<file path="config.mk">
export PLATFORM = sky130hd
export DESIGN_NAME = sprite_compositor
export DESIGN_NICKNAME = d
export VERILOG_FILES = /design/src/rtl/sprite_pkg.sv /design/src/rtl/sprite_addr_gen.sv /design/src/rtl/sprite_compositor.sv
export SDC_FILE = /design/constraint.sdc
export NUM_CORES = 1
export LEC_CHECK = 0
export BUFFER_PORTS_ARGS = -buffer_cell sky130_fd_sc_hd__buf_2
export CORE_ASPECT_RATIO = 1.1
export CORE_MARGIN = 3
export CORE_UTILIZATION = 42
export DETAILED_ROUTE_END_ITERATION = 8
export SLEW_MARGIN = 20
export SYNTH_ARGS = -nofsm -noshare
export SYNTH_HDL_FRONTEND = slang
export SYNTH_SLANG_ARGS = --single-unit
</file>
<file path="constraint.sdc">
create_clock -name Clk -period 5.18 [get_ports Clk]
set_input_delay 0.259 -clock Clk [delete_from_list [all_inputs] [get_ports Clk]]
set_output_delay 0.259 -clock Clk [all_outputs]
set_load 0.03 [all_outputs]
</file>
<file path="src/rtl/sprite_pkg.sv">
// sprite_pkg: shared palette, transparency index, layer enum and pipeline record types for sprite_compositor
package sprite_pkg;
  typedef logic [23:0] palette_t [16];
  localparam palette_t PALETTE = '{
    24'h101010, 24'hFFFFFF, 24'hFF0000, 24'h00FF00,
    24'h0000FF, 24'hFFC0CB, 24'hFFFF00, 24'h800080,
    24'h808080, 24'hC0C0C0, 24'h00FFFF, 24'hFF00FF,
    24'h804000, 24'h008000, 24'h000080, 24'hFFA500
  };
  localparam logic [3:0] TRANSPARENT_IDX = 4'h0;
  typedef enum logic [1:0] {L_BACKDROP, L_AREA, L_ENEMY, L_KIRBY} layer_t;
  typedef struct packed {
    logic de;
    logic hs;
    logic vs;
    logic area;
    logic kirby;
    logic enemy;
  } pipe_t;
  localparam pipe_t PIPE_IDLE = '{de: 1'b0, hs: 1'b1, vs: 1'b1, area: 1'b0, kirby: 1'b0, enemy: 1'b0};
  typedef struct packed {
    logic [9:0] scroll_x;
    logic [9:0] kirby_x;
    logic [9:0] kirby_y;
    logic [3:0] kirby_frame;
    logic [9:0] enemy_x;
    logic [9:0] enemy_y;
    logic       enemy_on;
  } shadow_t;
endpackage

</file>
<file path="src/rtl/sprite_addr_gen.sv">
// sprite_addr_gen: combinational hit test and RAM address for one sprite (in: draw_x/draw_y/de/en, pos_x/pos_y/frame; out: hit, addr)
module sprite_addr_gen
  import sprite_pkg::*;
#(
  parameter int SPR_W = 32,
  parameter int SPR_H = 32
) (
  input  logic [9:0]  draw_x,
  input  logic [9:0]  draw_y,
  input  logic        de,
  input  logic        en,
  input  logic [9:0]  pos_x,
  input  logic [9:0]  pos_y,
  input  logic [3:0]  frame,
  output logic        hit,
  output logic [17:0] addr
);
  logic [10:0] dx;
  logic [10:0] dy;
  always_comb begin
    dx   = {1'b0, draw_x} - {1'b0, pos_x};
    dy   = {1'b0, draw_y} - {1'b0, pos_y};
    hit  = de && en && !dx[10] && !dy[10] && dx < 11'(SPR_W) && dy < 11'(SPR_H);
    addr = hit ? 18'(frame) * 18'(SPR_W * SPR_H) + 18'(dy) * 18'(SPR_W) + 18'(dx) : '0;
  end
endmodule

</file>
<file path="src/rtl/sprite_compositor.sv">
// sprite_compositor: 3-stage pixel pipe (addresses -> RAM data -> palette RGB) with frame-latched sprite positions and aligned syncs
module sprite_compositor
  import sprite_pkg::*;
#(
  parameter int AREA_W   = 891,
  parameter int SPR_W    = 32,
  parameter int SPR_H    = 32,
  parameter int SCREEN_H = 240
) (
  input  logic        Clk,
  input  logic        Reset_n,
  input  logic [9:0]  DrawX,
  input  logic [9:0]  DrawY,
  input  logic        de_in,
  input  logic        hs_in,
  input  logic        vs_in,
  input  logic [9:0]  scroll_x,
  input  logic [9:0]  kirby_x,
  input  logic [9:0]  kirby_y,
  input  logic [3:0]  kirby_frame,
  input  logic [9:0]  enemy_x,
  input  logic [9:0]  enemy_y,
  input  logic        enemy_on,
  output logic [17:0] area_addr,
  output logic [17:0] kirby_addr,
  output logic [17:0] enemy_addr,
  input  logic [3:0]  area_idx,
  input  logic [3:0]  kirby_idx,
  input  logic [3:0]  enemy_idx,
  output logic [7:0]  red,
  output logic [7:0]  green,
  output logic [7:0]  blue,
  output logic        hs_out,
  output logic        vs_out,
  output logic        de_out
);
  logic        vs_prev_q, vs_prev_d;
  shadow_t     sh_q, sh_d;
  pipe_t       s1_q, s1_d, s2_q, s2_d;
  logic [17:0] area_addr_q, area_addr_d, kirby_addr_q, kirby_addr_d, enemy_addr_q, enemy_addr_d;
  logic [23:0] rgb_q, rgb_d;
  logic        de_out_q, de_out_d, hs_out_q, hs_out_d, vs_out_q, vs_out_d;
  logic        kirby_hit, enemy_hit, area_hit;
  logic [17:0] kirby_a, enemy_a;
  logic [10:0] col;
  layer_t      layer;

  sprite_addr_gen #(.SPR_W(SPR_W), .SPR_H(SPR_H)) u_kirby (
    .draw_x(DrawX), .draw_y(DrawY), .de(de_in), .en(1'b1),
    .pos_x(sh_q.kirby_x), .pos_y(sh_q.kirby_y), .frame(sh_q.kirby_frame),
    .hit(kirby_hit), .addr(kirby_a)
  );

  sprite_addr_gen #(.SPR_W(SPR_W), .SPR_H(SPR_H)) u_enemy (
    .draw_x(DrawX), .draw_y(DrawY), .de(de_in), .en(sh_q.enemy_on),
    .pos_x(sh_q.enemy_x), .pos_y(sh_q.enemy_y), .frame(4'h0),
    .hit(enemy_hit), .addr(enemy_a)
  );

  always_comb begin
    vs_prev_d    = vs_in;
    sh_d         = (vs_prev_q && !vs_in) ? '{scroll_x: scroll_x, kirby_x: kirby_x, kirby_y: kirby_y,
                                             kirby_frame: kirby_frame, enemy_x: enemy_x, enemy_y: enemy_y,
                                             enemy_on: enemy_on} : sh_q;
    col          = {1'b0, DrawX} + {1'b0, sh_q.scroll_x};
    area_hit     = de_in && col < 11'(AREA_W) && DrawY < 10'(SCREEN_H);
    area_addr_d  = area_hit ? 18'(DrawY) * 18'(AREA_W) + 18'(col) : '0;
    kirby_addr_d = kirby_a;
    enemy_addr_d = enemy_a;
    s1_d         = '{de: de_in, hs: hs_in, vs: vs_in, area: area_hit, kirby: kirby_hit, enemy: enemy_hit};
    s2_d         = s1_q;
    layer        = (s2_q.kirby && kirby_idx != TRANSPARENT_IDX) ? L_KIRBY :
                   (s2_q.enemy && enemy_idx != TRANSPARENT_IDX) ? L_ENEMY :
                   s2_q.area ? L_AREA : L_BACKDROP;
    rgb_d        = !s2_q.de ? '0 :
                   layer == L_KIRBY ? PALETTE[kirby_idx] :
                   layer == L_ENEMY ? PALETTE[enemy_idx] :
                   layer == L_AREA  ? PALETTE[area_idx]  : '0;
    de_out_d     = s2_q.de;
    hs_out_d     = s2_q.hs;
    vs_out_d     = s2_q.vs;
  end

  always_ff @(posedge Clk or negedge Reset_n) begin
    if (!Reset_n) begin
      vs_prev_q    <= 1'b1;
      sh_q         <= '0;
      area_addr_q  <= '0;
      kirby_addr_q <= '0;
      enemy_addr_q <= '0;
      s1_q         <= PIPE_IDLE;
      s2_q         <= PIPE_IDLE;
      rgb_q        <= '0;
      de_out_q     <= 1'b0;
      hs_out_q     <= 1'b1;
      vs_out_q     <= 1'b1;
    end else begin
      vs_prev_q    <= vs_prev_d;
      sh_q         <= sh_d;
      area_addr_q  <= area_addr_d;
      kirby_addr_q <= kirby_addr_d;
      enemy_addr_q <= enemy_addr_d;
      s1_q         <= s1_d;
      s2_q         <= s2_d;
      rgb_q        <= rgb_d;
      de_out_q     <= de_out_d;
      hs_out_q     <= hs_out_d;
      vs_out_q     <= vs_out_d;
    end
  end

  assign area_addr  = area_addr_q;
  assign kirby_addr = kirby_addr_q;
  assign enemy_addr = enemy_addr_q;
  assign red        = rgb_q[23:16];
  assign green      = rgb_q[15:8];
  assign blue       = rgb_q[7:0];
  assign de_out     = de_out_q;
  assign hs_out     = hs_out_q;
  assign vs_out     = vs_out_q;
endmodule

</file>
## Word level (Yosys, flattened, before mapping)

Memory sizes are Yosys's and may differ from the RTL's.
Cells that the tools add are included.

- Order comparisons: 9
- Mux-type cells: 16
- Equal/unequal tests: 3
- $mul: 1
- Bitwise logic cells: 3
- Reductions and logical operators: 21
- $add $sub $neg: 9

Operators with widths:

| operator | number |
|---|---|
| 24-bit two-way mux | 10 |
| 18-bit two-way mux | 3 |
| 11-bit by 6-bit less-than comparator with 1-bit output (second input constant) | 4 |
| 10-bit by 10-bit subtractor with 11-bit output | 4 |
| 18-bit by 11-bit adder with 18-bit output | 2 |
| 10-bit by 10-bit multiplier with 18-bit output (second input constant) | 1 |
| 14-bit by 16-bit adder with 17-bit output | 1 |
| 16-bit by 11-bit adder with 17-bit output | 1 |
| 5-bit >= comparator (second input constant) | 3 |
| 4-bit NOT with 5-bit output | 3 |
| 1-bit logical AND | 14 |
| 10-bit by 10-bit adder with 11-bit output | 1 |
| 11-bit by 10-bit less-than comparator with 1-bit output (second input constant) | 1 |
| 10-bit by 8-bit less-than comparator with 1-bit output (second input constant) | 1 |
| 4-bit nonzero test | 2 |
| 1-bit logical NOT | 5 |
| 2-bit equality test (second input constant) | 2 |
| 2-bit two-way mux | 2 |
| 2-bit by 1-bit equality test with 1-bit output (second input constant) | 1 |
| 1-bit two-way mux | 1 |

- Input port bits: 92
- Memories kept: 3
- Memory bits (read-only): 1152
- Register bits: 148
- Output and inout port bits: 81

Memories:

| memory | words | width | read ports | clocked after memory_dff | wr ports | line | RTL |
|---|---|---|---|---|---|---|---|
| (name not given) | 16 | 24 | 1 | 0 | 0 | sprite_compositor.sv:78 | `layer == L_AREA ? PALETTE[area_idx] : '0;` |
| (name not given) | 16 | 24 | 1 | 0 | 0 | sprite_compositor.sv:77 | `layer == L_ENEMY ? PALETTE[enemy_idx] :` |
| (name not given) | 16 | 24 | 1 | 0 | 0 | sprite_compositor.sv:76 | `layer == L_KIRBY ? PALETTE[kirby_idx] :` |

## Logic depth before layout (Yosys ltp)

Gate-level depths: netlist (run 1).

- Word-level depth: 9
- Mapped depth: 21

## By module

Synthesis (run 1) repeated with hierarchy kept, for this count alone.

- Cell total of the unflattened synthesis: 1252
- Area, all modules: 12203.0 sq um

By module, submodules not included:

| module | area each (sq um) | instances | cells an instance | sequential area each (sq um) |
|---|---|---|---|---|
| sprite_compositor | 8854.7 | 1 | 805 | 3460.8 |
| sprite_addr_gen at u_enemy | 1796.7 | 1 | 236 | 0.0 |
| sprite_addr_gen at u_kirby | 1551.5 | 1 | 211 | 0.0 |

## Least setup slack after synthesis (run 1)

Ideal clock, no wire load.

- Kind: reg-to-reg
- From: register sh_q[45] in the netlist's numbering
- To: register area_addr_q[16] (netlist: area_addr[16])
- Required time: 5096 ps
- Clock period less this slack: 5022 ps
- Path buffers: 0
- Cell stages (with the launch flop): 21
- Path slack: 158 ps
- Arrival: 4938 ps
- Cell sequence: dfrtp_1 ha_1 fa_1 a21oi_1 nor2_1 a211oi_1 xnor2_1 inv_1 fa_1 inv_1 fa_1 inv_1 fa_1 inv_1 ha_1 nor3_1 o21ai_0 a21oi_1 o21ai_0 or4b_2 a31oi_1

- Word-level cells in the longest chain between the ends: 5

RTL lines:

| item | line | RTL |
|---|---|---|
| start, declared | sprite_compositor.sv:38 | `shadow_t sh_q, sh_d;` |
| start signal, assigned | sprite_compositor.sv:87 | `sh_q <= '0;` |
| start signal, assigned | sprite_compositor.sv:99 | `sh_q <= sh_d;` |
| 10-bit by 10-bit adder with 11-bit output (*) | sprite_compositor.sv:65 | `col = {1'b0, DrawX} + {1'b0, sh_q.scroll_x};` |
| parallel branches: the longest is 3 deep, another holds 18-bit by 11-bit adder with 18-bit output | n/a |  |
| 18-bit two-way mux (*) | sprite_compositor.sv:67 | `area_addr_d = area_hit ? 18'(DrawY) * 18'(AREA_W) + 18'(col) : '0;` |
| via area_addr_d[16] | sprite_compositor.sv:40 | `logic [17:0] area_addr_q, area_addr_d, kirby_addr_q, kirby_addr_d, enemy_addr_q, enemy_addr_d;` |
| end signal, assigned | sprite_compositor.sv:100 | `area_addr_q <= area_addr_d;` |
| end, declared | sprite_compositor.sv:40 |  |

Mark *: on every way through the listed nets, which the timed path passes.
A chain may end at the register's enable or synchronous reset.

## Final worst setup path (run 1)

- From: register sh_q[46] in the netlist's numbering
- To: register area_addr_q[16] (netlist: area_addr[16])

The elaborated chain is that of the path after synthesis.

==> results of run 1 <==
stage by stage:
step	total power, W	instances	instance area [um^2]
final	0.00656	1777	13500
after global routing	0.00720	1777	13500
after CTS	0.00645	1775	13400
after detailed placement	0.00512	1740	12700
after global placement	0.00509	1740	12700
after floorplan	0.00414	1232	11400
where the power goes:
part,total [W],internal [W],switching [W]
registers,0.00121,0.00117,0.0000412
clock network,0.00123,0.000683,0.000542
logic,0.00412,0.00182,0.00230
flip-flops by register name, indices dropped and copies added (netlist names):
name        flops
s1_q            6
de_out_d        1
vs_out_d        1
s2_q            3
vs_out          1
hs_out_d        1
area_addr      18
hs_out          1
rgb_q          14
enemy_addr     17
de_out          1
sh_q           55
kirby_addr     18
Yosys cell counts, drive strengths merged, types with 8 or more instances:
| library cell | number | area share |
|---|---|---|
| nand2b | 15 | 0.0082 |
| a21oi | 62 | 0.028 |
| nor4 | 15 | 0.0088 |
| inv | 195 | 0.064 |
| mux2 | 20 | 0.020 |
| a221oi | 9 | 0.0069 |
| dfrtp | 131 | 0.29 |
| nor2b | 18 | 0.0099 |
| fa | 60 | 0.11 |
| xnor2 | 37 | 0.028 |
| a211oi | 12 | 0.0079 |
| o21a | 15 | 0.0099 |
| nand2 | 77 | 0.025 |
| xor2 | 27 | 0.021 |
| clkbuf | 27 | 0.0089 |
| o21ai | 93 | 0.041 |
| buf | 16 | 0.012 |
| o211ai | 8 | 0.0053 |
| ha | 146 | 0.16 |
| nor3 | 18 | 0.0083 |
| nand3 | 10 | 0.0044 |
| a31oi | 14 | 0.0077 |
| nor2 | 79 | 0.030 |
| a21o | 20 | 0.013 |
| and3 | 9 | 0.0049 |
cells in the final DEF, fill, tap and decap left out, types with 17 or more instances in the layout:
cell       Yosys  final
dfrtp_1      131    131
a21o_1        20     20
ha_1         146    139
nand2_1       77     77
nor2_1        70     70
o21ai_0       91     87
fa_1          60     59
a21oi_1       58     56
clkbuf_16      0     17
buf_2          0    170
buf_4         11     30
xnor2_1       37     36
inv_1        195    195
mux2_2        20     20
nor2b_1       18     17
xor2_1        27     26
worst max-delay path by stage:
stage                         from            end  slack (ns)  cells past startpoint
after CTS                 sh_q[45]  area_addr[17]        0.04                     21
after detailed placement  DrawX[0]  area_addr[16]       -0.07                     21
after global routing      sh_q[45]  area_addr[13]       -0.02                     20
after global placement    DrawX[0]  area_addr[17]       -0.07                     22
final                     sh_q[46]  area_addr[16]        0.26                     18
after floorplan           sh_q[45]  area_addr[16]        0.16                     20
critical path, stage by stage (launching register included):
cell and delay [ns]:
dfrtp_1 0.39, ha_1 0.28, a211oi_1 0.24, buf_4 0.16, o21bai_1 0.07, a21oi_1 0.18
xnor2_1 0.17, inv_1 0.09, fa_1 0.53, fa_1 0.44, fa_1 0.54, inv_1 0.04
ha_1 0.31, a21oi_1 0.24, o21ai_1 0.11, a21oi_2 0.17, o21ai_1 0.10, or4b_2 0.60
a31oi_1 0.18
what timing repair did:
item | 4_1_cts | 5_1_grt
setup endpoints to repair | 2 | 4
buffers inserted | 0 | 2
endpoints found under the hold margin | 75 | 0
resized for setup | 7 | 18
pin swaps | 5 | 15
hold buffers | 3 | 0
routing by layer:
| layer | part of all wire | vias up | global-route usage |
|---|---|---|---|
| met5 | 0 | - | 0 |
| met4 | 0.019 | 0 | 0.0550 |
| met3 | 0.047 | 32 | 0.0310 |
| met2 | 0.48 | 210 | 0.321 |
| met1 | 0.45 | 4353 | 0.255 |
| li1 | - | 4505 | - |
final cells by class:
cell class | count | area share
well taps | 352 | 0.0327
inverters | 196 | 0.0546
clock inverters | 14 | 0.0115
flip-flops and latches | 137 | 0.255
multi-input cells | 856 | 0.532
clock buffers | 18 | 0.0318
repair buffers | 204 | 0.0829
cells by family after synthesis:
group           synth area share
other cells             0.000329
compound gates             0.154
buf+inv                   0.0850
fa+ha+maj                  0.265
simple gates               0.121
mux                       0.0250
xor+xnor                  0.0491
flops                      0.301
==> results.py, run 1 <==
metrics = {
    "outcome": {
        "run_status": "completed",
    },
    "global_routing": {
        "grt_overflow": 0,
        "antenna_found_initial": 0,
        "grt_max_degree": 81,
        "grt_pass1_vias": 8776,
        "grt_pass1_wl_mm": 44.3,
        "grt_usage": 0.191,
    },
    "synth": {
        "synth_area_mm2": 0.0114,
        "synth-edff-count": 0,
        "avgSynthCellArea_um2": 9.32,
        "ys.flop_type": "dfrtp_1",
        "synthCells": 1225,
        "yosys_warnings": 0,
        "yosysUniqueCellTypes": 70,
        "ys_ff_latch": 137,
        "synth-seq-area-share": 0.301,
        "ys_async_sr_fraction": 1.00,
    },
    "power_and_ir_drop": {
        "max-vdd-ir-drop_mv": 0.444,
        "leakage_nw": 6.85,
        "p_per_area_mw_per_mm2": 486,
    },
    "critical_path": {
        "cp_max_fo": 3,
        "crit_type": "flip-flop to flip-flop",
        "arrival_ns": 5.27,
        "ff2ff_path_depth": 18,
        "cp-end-kind": "flip-flop",
        "cp_data_required_time_ns": 5.53,
        "cp-start-kind": "flip-flop",
        "reg2reg_slack_ns": 0.26,
        "r2r-end": "area_addr[16]",
        "worstReg2RegStart": "sh_q[46]",
    },
    "final_layout": {
        "final_util": 0.510,
        "fill_cells": 2558,
        "drive_gt1_frac": 0.212,
        "multi_input_area_mm2": 0.00717,
        "syn2layout_area_growth_pct": 18.1,
        "regArea_mm2": 0.00344,
        "finish.net_count": 1710,
        "antenna_cells": 0,
    },
    "routing": {
        "via_per_inst": 5.12,
        "drt_iter0_markers": 453,
        "wirelength_mm": 27.6,
        "vias": 9100,
        "wl_per_cell_um": 15.6,
        "first_pass_iters": 5,
        "ant_nets": 0,
        "drc_errors": 0,
    },
    "floorplanning": {
        "die_y_um": 179,
        "rows": 62,
        "start_util": 0.432,
        "core_mm2": 0.0265,
        "die_area_mm2": 0.0292,
        "io_pins": 173,
        "dieWidth_um": 163,
    },
    "placed_design": {
        "gp_congestion": 0.850,
        "post-place-ws_ns": -0.0676,
        "portBuffers": 171,
        "hpwlAfterDp_mm": 21.7,
    },
    "sta": {
        "hold-worst-slack_ns": 0.0304,
        "fmax_ghz": 0.203,
        "worst_pin_slew_ns": 1.07,
        "final.period_utilization": 0.951,
        "drv_slew": 0,
        "hold_viol": 0,
        "fin_crit_ns": 4.92,
        "timing.final.ws_setup_ns": 0.255,
        "relSlewSlack": 0.289,
        "tns_ns": 0,
        "finClkSkew_ns": 0.0116,
        "setup_viol": 0,
    },
    "clocking": {
        "cts_made_buffers": 17,
        "cts_buffer_depth": 2,
        "insertion_delay_ns": 0.43,
        "clk_pin_slew_worst_paths_ns": 0.07,
        "cts_tree": "yes",
        "clock-sinks": 137,
        "h-tree-depth": 4,
        "cts_root_buffer": "clkbuf_16",
    },
    "hold_path": {
        "min_path_type": "input pin to flip-flop",
        "min_from": "kirby_y[8]",
        "whs_path_depth": 3,
        "min_to": "sh_q[33]",
    },
    "job": {
        "cap_violations": 0,
    },
}
Note: power is estimated with default switching activity, not from simulation.
==> run 2, diff against run 1 <==
--- a/config.mk
+++ b/config.mk
@@ -6,10 +6,14 @@
 export NUM_CORES = 1
 export LEC_CHECK = 0
 export BUFFER_PORTS_ARGS = -buffer_cell sky130_fd_sc_hd__buf_2
+export CELL_PAD_IN_SITES_DETAIL_PLACEMENT = 1
+export CELL_PAD_IN_SITES_GLOBAL_PLACEMENT = 1
 export CORE_ASPECT_RATIO = 1.1
 export CORE_MARGIN = 3
-export CORE_UTILIZATION = 42
+export CORE_UTILIZATION = 41
 export DETAILED_ROUTE_END_ITERATION = 8
+export GPL_TIMING_DRIVEN = 1
+export PLACE_DENSITY_LB_ADDON = 0.1
 export SLEW_MARGIN = 20
 export SYNTH_ARGS = -nofsm -noshare
 export SYNTH_HDL_FRONTEND = slang
==> run 2 against run 1 <==
Effect of this change: power up 6.0%; non-clock buffer count up 5; die area up 2.4%; sequential power about the same; cell area up 0.95%; count of clock-buffer cells in the layout unchanged; clock power about the same; setup slack worse by 0.077 ns; cell count up 0.56%; global-route usage up 1.6 points; register-to-register slack worse by 0.08 ns; highest routed layer unchanged.
==> results.py, run 2 (synthesis gave the netlist of run 1 again) <==
metrics = {
    "sta": {
        "finClkSkew_ns": 0.0117,
        "relSlewSlack": 0.291,
        "rsz0062_at_grt": "yes",
        "worst_pin_slew_ns": 1.06,
        "fin_crit_ns": 5.00,
        "setup_viol": 0,
        "tns_ns": 0,
        "hold_viol": 0,
        "drv_slew": 0,
        "hold-worst-slack_ns": 0.0288,
        "fmax_ghz": 0.200,
        "final.period_utilization": 0.966,
        "timing.final.ws_setup_ns": 0.179,
    },
    "clocking": {
        "cts_root_buffer": "clkbuf_16",
        "cts_tree": "yes",
        "cts_made_buffers": 17,
        "insertion_delay_ns": 0.43,
        "clock-sinks": 137,
        "clk_pin_slew_worst_paths_ns": 0.07,
        "h-tree-depth": 4,
        "cts_buffer_depth": 2,
    },
    "critical_path": {
        "crit_type": "flip-flop to flip-flop",
        "cp_common_cell": "inv_1",
        "cpMaxStageDelayCell": "or4b_2",
        "ff2ff_path_depth": 20,
        "critPathTopFamily": "adder cells",
        "cp_max_fo": 3,
        "cp-end-kind": "flip-flop",
        "slowest_delay_ns": 0.61,
        "cp-start-kind": "flip-flop",
        "critPathBufInv": 4,
        "cp_data_required_time_ns": 5.53,
        "cp.depth": 20,
        "arrival_ns": 5.35,
        "path_cells": "ha_4 > fa_2 > a21oi_2 > nor2_1 > a211oi_2 > xnor2_1 > inv_1 > fa_1 > inv_1 > fa_1 > inv_1 > fa_1 > inv_1 > ha_4 > nor3_4 > o21ai_1 > a21oi_2 > o21ai_1 > or4b_2 > a31oi_1",
    },
    "floorplanning": {
        "die_y_um": 181,
        "rows": 63,
        "core_mm2": 0.0272,
        "io_pins": 173,
        "dieWidth_um": 165,
        "die_area_mm2": 0.0299,
        "start_util": 0.420,
    },
    "global_routing": {
        "grt_overflow": 0,
        "grt_pass1_vias": 9596,
        "antenna_found_initial": 0,
        "grt_usage": 0.207,
        "grt_pass1_wl_mm": 49.1,
        "grt_max_degree": 92,
    },
    "power_and_ir_drop": {
        "p_per_area_mw_per_mm2": 511,
        "leakage_nw": 6.91,
        "seqPwrFrac": 0.174,
        "cell_internal_pwr_w": 0.00387,
        "p_total_w": 0.00695,
        "p_comb_frac": 0.646,
        "pwr-share-clk": 0.180,
        "max-vdd-ir-drop_mv": 0.432,
        "sw_frac_of_total": 0.443,
        "switchingPower_w": 0.00308,
    },
    "final_layout": {
        "multi_input_area_mm2": 0.00724,
        "fin_area_mm2": 0.0136,
        "drive_gt1_frac": 0.221,
        "final_common_cell": "inv_1",
        "syn2layout_area_growth_pct": 19.2,
        "antenna_cells": 0,
        "largest_reg_flops": 55,
        "finish.net_count": 1715,
        "fill_cells": 3203,
        "final_cell_mix": "inv_1 (195), buf_2 (170), ha_1 (139), dfrtp_1 (131), o21ai_0 (86)",
        "regArea_mm2": 0.00344,
        "regMostFlops": "sh_q",
    },
    "routing": {
        "wl_per_cell_um": 17.0,
        "drc_errors": 0,
        "via_per_inst": 5.19,
        "vias": 9281,
        "ant_nets": 0,
        "first_pass_iters": 4,
        "wirelength_mm": 30.3,
        "drt_iter0_markers": 367,
    },
    "placed_design": {
        "portBuffers": 171,
        "dpl-instance-area_mm2": 0.0127,
        "hpwlAfterDp_mm": 23.8,
        "post-place-ws_ns": -0.184,
        "gp_congestion": 0.861,
    },
    "hold_path": {
        "whs_path_depth": 3,
        "min_path_type": "input pin to flip-flop",
    },
    "job": {
        "cap_violations": 0,
    },
    "outcome": {
        "run_status": "completed",
    },
}
==> run 2: cell types whose count changed in the layout (fill, tap and decap cells not counted), sizes merged <==
cell and delta:
inv -1, clkinvlp -2, clkinv +3, buf +5
==> run 2: path summary, 6_finish.rpt <==
kind / end / startpoint / slack [ns]
hold reg to reg: de_out_d / s1_q[5] / 0.35
max in group asynchronous: sh_q[41] / Reset_n / 3.54
setup / recovery: area_addr[16] / sh_q[45] / 0.18
hold / removal: sh_q[26] / kirby_y[1] / 0.03
min in group asynchronous: rgb_q[13] / Reset_n / 0.46
setup reg to reg: area_addr[16] / sh_q[45] / 0.18
==> run 2: cell type report <==
| cell class | instances | share of cell area |
|---|---|---|
| multi-input cells | 856 | 0.532 |
| repair buffers | 209 | 0.0849 |
| well taps | 357 | 0.0328 |
| flip-flops and latches | 137 | 0.253 |
| inverters | 196 | 0.0541 |
| clock inverters | 14 | 0.0114 |
| clock buffers | 18 | 0.0323 |
==> run 2: worst min-delay path, delay by kind of cell <==
kind                   cells  cell delay (ns)
AND/OR/NAND/NOR            1             0.04
buffers and inverters      1             0.07
AO/OA/AOI/OAI              1             0.06
==> run 2: metal layers <==
metal / global-route usage / vias to the layer above / share of wire
met5: 0 / - / 0
met4: 0.0443 / 0 / 0.012
met2: 0.359 / 150 / 0.51
li1: - / 4507 / -
met1: 0.275 / 4605 / 0.45
met3: 0.0287 / 19 / 0.031
==> run 2: power groups by stage <==
stage,combinational [W],sequential (W),clock [W]
after global placement,0.00394,0.00123,0
final,0.00449,0.00121,0.00125
after CTS,0.00414,0.00121,0.00129
after floorplan,0.00283,0.00130,0
after global routing,0.00508,0.00122,0.00134
after detailed placement,0.00404,0.00123,0
==> run 2: stage by stage <==
| stage | utilization | cells |
|---|---|---|
| final | 0.500 | 1787 |
| after global routing | 0.500 | 1787 |
| after CTS | 0.493 | 1782 |
| after detailed placement | 0.469 | 1747 |
| after global placement | 0.469 | 1747 |
| after floorplan | - | 1232 |
==> run 2: what timing repair did <==
action | in CTS | in global routing
gates resized for setup | 6 | 34
buffers inserted | 0 | 5
hold buffers | 3 | 0
endpoints found under the setup margin | 3 | 5
pin swaps | 1 | 19
hold endpoints to repair | 86 | 0
==> run 3, diff against run 2 <==
--- a/config.mk
+++ b/config.mk
@@ -5,13 +5,13 @@
 export SDC_FILE = /design/constraint.sdc
 export NUM_CORES = 1
 export LEC_CHECK = 0
-export BUFFER_PORTS_ARGS = -buffer_cell sky130_fd_sc_hd__buf_2
 export CELL_PAD_IN_SITES_DETAIL_PLACEMENT = 1
 export CELL_PAD_IN_SITES_GLOBAL_PLACEMENT = 1
 export CORE_ASPECT_RATIO = 1.1
 export CORE_MARGIN = 3
-export CORE_UTILIZATION = 41
+export CORE_UTILIZATION = 42
 export DETAILED_ROUTE_END_ITERATION = 8
+export DONT_BUFFER_PORTS = 1
 export GPL_TIMING_DRIVEN = 1
 export PLACE_DENSITY_LB_ADDON = 0.1
 export SLEW_MARGIN = 20
==> constraint.sdc (replaced) <==
create_clock -name Clk -period 5.18 [get_ports Clk]
set_input_delay 0.259 -clock Clk [delete_from_list [all_inputs] [get_ports Clk]]
set_output_delay 0.259 -clock Clk [all_outputs]
set_load 0.02 [all_outputs]
==> run 3 against run 2 <==
Effect of this change: setup slack worse by 0.066 ns; critical path depth grew 1; power is 1.8% lower; clock power up 6%; worst hold slack better by 0.038 ns; cell count shrank 7.2%; utilization grew 0.32 points; die area fell by 2.3%; global-route usage increased by 1.2 points; largest cell class unchanged.
==> results.py, run 3 (synthesis gave the netlist of run 1 again) <==
metrics = {
    "outcome": {
        "run_status": "completed",
    },
    "placed_design": {
        "post-place-ws_ns": -0.177,
        "gp_congestion": 0.861,
        "hpwlAfterDp_mm": 23.1,
        "portBuffers": 0,
        "dpl-instance-area_mm2": 0.0118,
    },
    "sta": {
        "relSlewSlack": 0.420,
        "tns_ns": 0,
        "rsz0062_at_grt": "yes",
        "fmax_ghz": 0.197,
        "timing.final.ws_setup_ns": 0.113,
        "fin_crit_ns": 5.07,
        "worst_pin_slew_ns": 0.871,
        "finClkSkew_ns": 0.0106,
        "hold_viol": 0,
        "drv_slew": 0,
        "final.period_utilization": 0.978,
        "setup_viol": 0,
    },
    "critical_path": {
        "cp_data_required_time_ns": 5.50,
        "crit_type": "flip-flop to flip-flop",
        "cp-end-kind": "flip-flop",
        "reg2reg_slack_ns": 0.11,
        "cp_max_fo": 3,
        "cp-start-kind": "flip-flop",
        "arrival_ns": 5.39,
    },
    "final_layout": {
        "syn2layout_area_growth_pct": 16.7,
        "finish.net_count": 1590,
        "regMostFlops": "sh_q",
        "fin_area_mm2": 0.0133,
        "fill_cells": 3031,
        "largest_reg_flops": 55,
        "final_util": 0.504,
        "final_cell_mix": "inv_1 (194), ha_1 (135), dfrtp_1 (131), o21ai_0 (85), nand2_1 (77)",
        "final_common_cell": "inv_1",
        "multi_input_area_mm2": 0.00729,
        "drive_gt1_frac": 0.110,
        "regArea_mm2": 0.00344,
    },
    "power_and_ir_drop": {
        "switchingPower_w": 0.00294,
        "p_per_area_mw_per_mm2": 512,
        "max-vdd-ir-drop_mv": 0.380,
        "cell_internal_pwr_w": 0.00389,
        "sw_frac_of_total": 0.430,
        "leakage_nw": 6.32,
        "seqPwrFrac": 0.187,
        "p_comb_frac": 0.620,
        "pwr-share-clk": 0.194,
        "p_total_w": 0.00683,
    },
    "floorplanning": {
        "rows": 62,
        "core_mm2": 0.0265,
        "io_pins": 173,
        "die_area_mm2": 0.0292,
        "dieWidth_um": 163,
        "die_y_um": 179,
        "start_util": 0.432,
    },
    "job": {
        "cap_violations": 0,
    },
    "routing": {
        "via_per_inst": 5.33,
        "drc_errors": 0,
        "ant_nets": 0,
        "drt_iter0_markers": 434,
        "wl_per_cell_um": 19.1,
        "first_pass_iters": 4,
        "wirelength_mm": 31.7,
        "vias": 8845,
    },
    "global_routing": {
        "grt_pass1_wl_mm": 50.0,
        "grt_usage": 0.220,
        "grt_max_degree": 138,
        "grt_overflow": 0,
        "antenna_found_initial": 3,
        "grt_pass1_vias": 9481,
    },
    "clocking": {
        "clk_pin_slew_worst_paths_ns": 0.07,
        "cts_made_buffers": 17,
        "cts_buffer_depth": 2,
        "h-tree-depth": 4,
        "insertion_delay_ns": 0.44,
        "cts_root_buffer": "clkbuf_16",
        "clock-sinks": 137,
        "cts_tree": "yes",
    },
    "hold_path": {
        "min_path_type": "input pin to flip-flop",
    },
}
run 3: cell count changes in the layout (fill, tap and decap cells not counted), moves of 2 or more:
cell	change
dlygate4sd3_1	+56
buf_2	-170
a21oi_1	+2
or4_1	-2
buf_4	-11
bufinv_16	+2
a21oi_2	-2
ha_4	+5
ha_1	-4
clkinv_4	-2
run 3: critical path: stages, from the launching register on:
cell,delay [ns]
dfrtp_1,0.41
ha_4,0.18
fa_2,0.42
a21oi_2,0.14
nor2_1,0.06
a211oi_2,0.16
xnor2_1,0.16
inv_1,0.08
fa_1,0.51
inv_1,0.05
fa_1,0.47
inv_1,0.05
fa_1,0.51
inv_2,0.05
ha_4,0.17
nor4_2,0.28
o21ai_1,0.16
a2111oi_2,0.41
nor3_2,0.10
o41ai_2,0.35
xnor2_1,0.17
nor2_1,0.06
run 3: routing by layer:
metal | GRT usage | part of all wire | up-vias | wire length [um]
li1 | - | - | 4264 | -
met1 | 0.274 | 0.43 | 4381 | 13500
met2 | 0.376 | 0.50 | 158 | 16000
met3 | 0.0552 | 0.050 | 38 | 1580
met4 | 0.0666 | 0.018 | 4 | 571
met5 | 0 | 0.00060 | - | 19
run 3: what timing repair did:
action | 4_1_cts | 5_1_grt
hold buffers | 60 | 0
pin swaps | 3 | 34
endpoints found under the hold margin | 195 | 0
gates resized for setup | 10 | 36
buffers inserted | 1 | 9
endpoints found under the setup margin | 4 | 4
run 3: cell type report:
cell class | instances | share of cell area
sequential | 137 | 0.258
inverter | 196 | 0.0552
multi-input combinational | 856 | 0.547
clock inverter | 14 | 0.0137
clock buffer | 18 | 0.0330
timing repair buffer | 84 | 0.0599
tap | 352 | 0.0331
antenna | 1 | 0.000188
run 3: path summary, 6_finish.rpt:
path | from | end | depth (start not counted)
worst max-delay path | sh_q[45] | area_addr[17] | 21
worst min-delay path | enemy_idx[2] | rgb_q[13] | 2
worst max register to register | sh_q[45] | area_addr[17] | 21
worst min register to register | s1_q[0] | s2_q[0] | 0
max in group asynchronous | Reset_n | rgb_q[5] | 2
min in group asynchronous | Reset_n | area_addr[3] | 2
run 3: per-stage QoR:
stage	hold WS, ns	std cells
6_report	0.0667	1658
5_1_grt	0.0810	1658
4_1_cts	0.0464	1648
3_5_place_dp	-0.0320	1555
3_3_place_gp	-0.0326	1555
2_1_floorplan	-0.0366	1232
run 3: power by group through the flow:
stage          clock, W  combinational [W]  sequential [W]
3_3_place_gp          0            0.00361         0.00129
6_report        0.00132            0.00423         0.00128
3_5_place_dp          0            0.00370         0.00129
2_1_floorplan         0            0.00283         0.00127
5_1_grt         0.00140            0.00483         0.00129
4_1_cts         0.00136            0.00392         0.00127
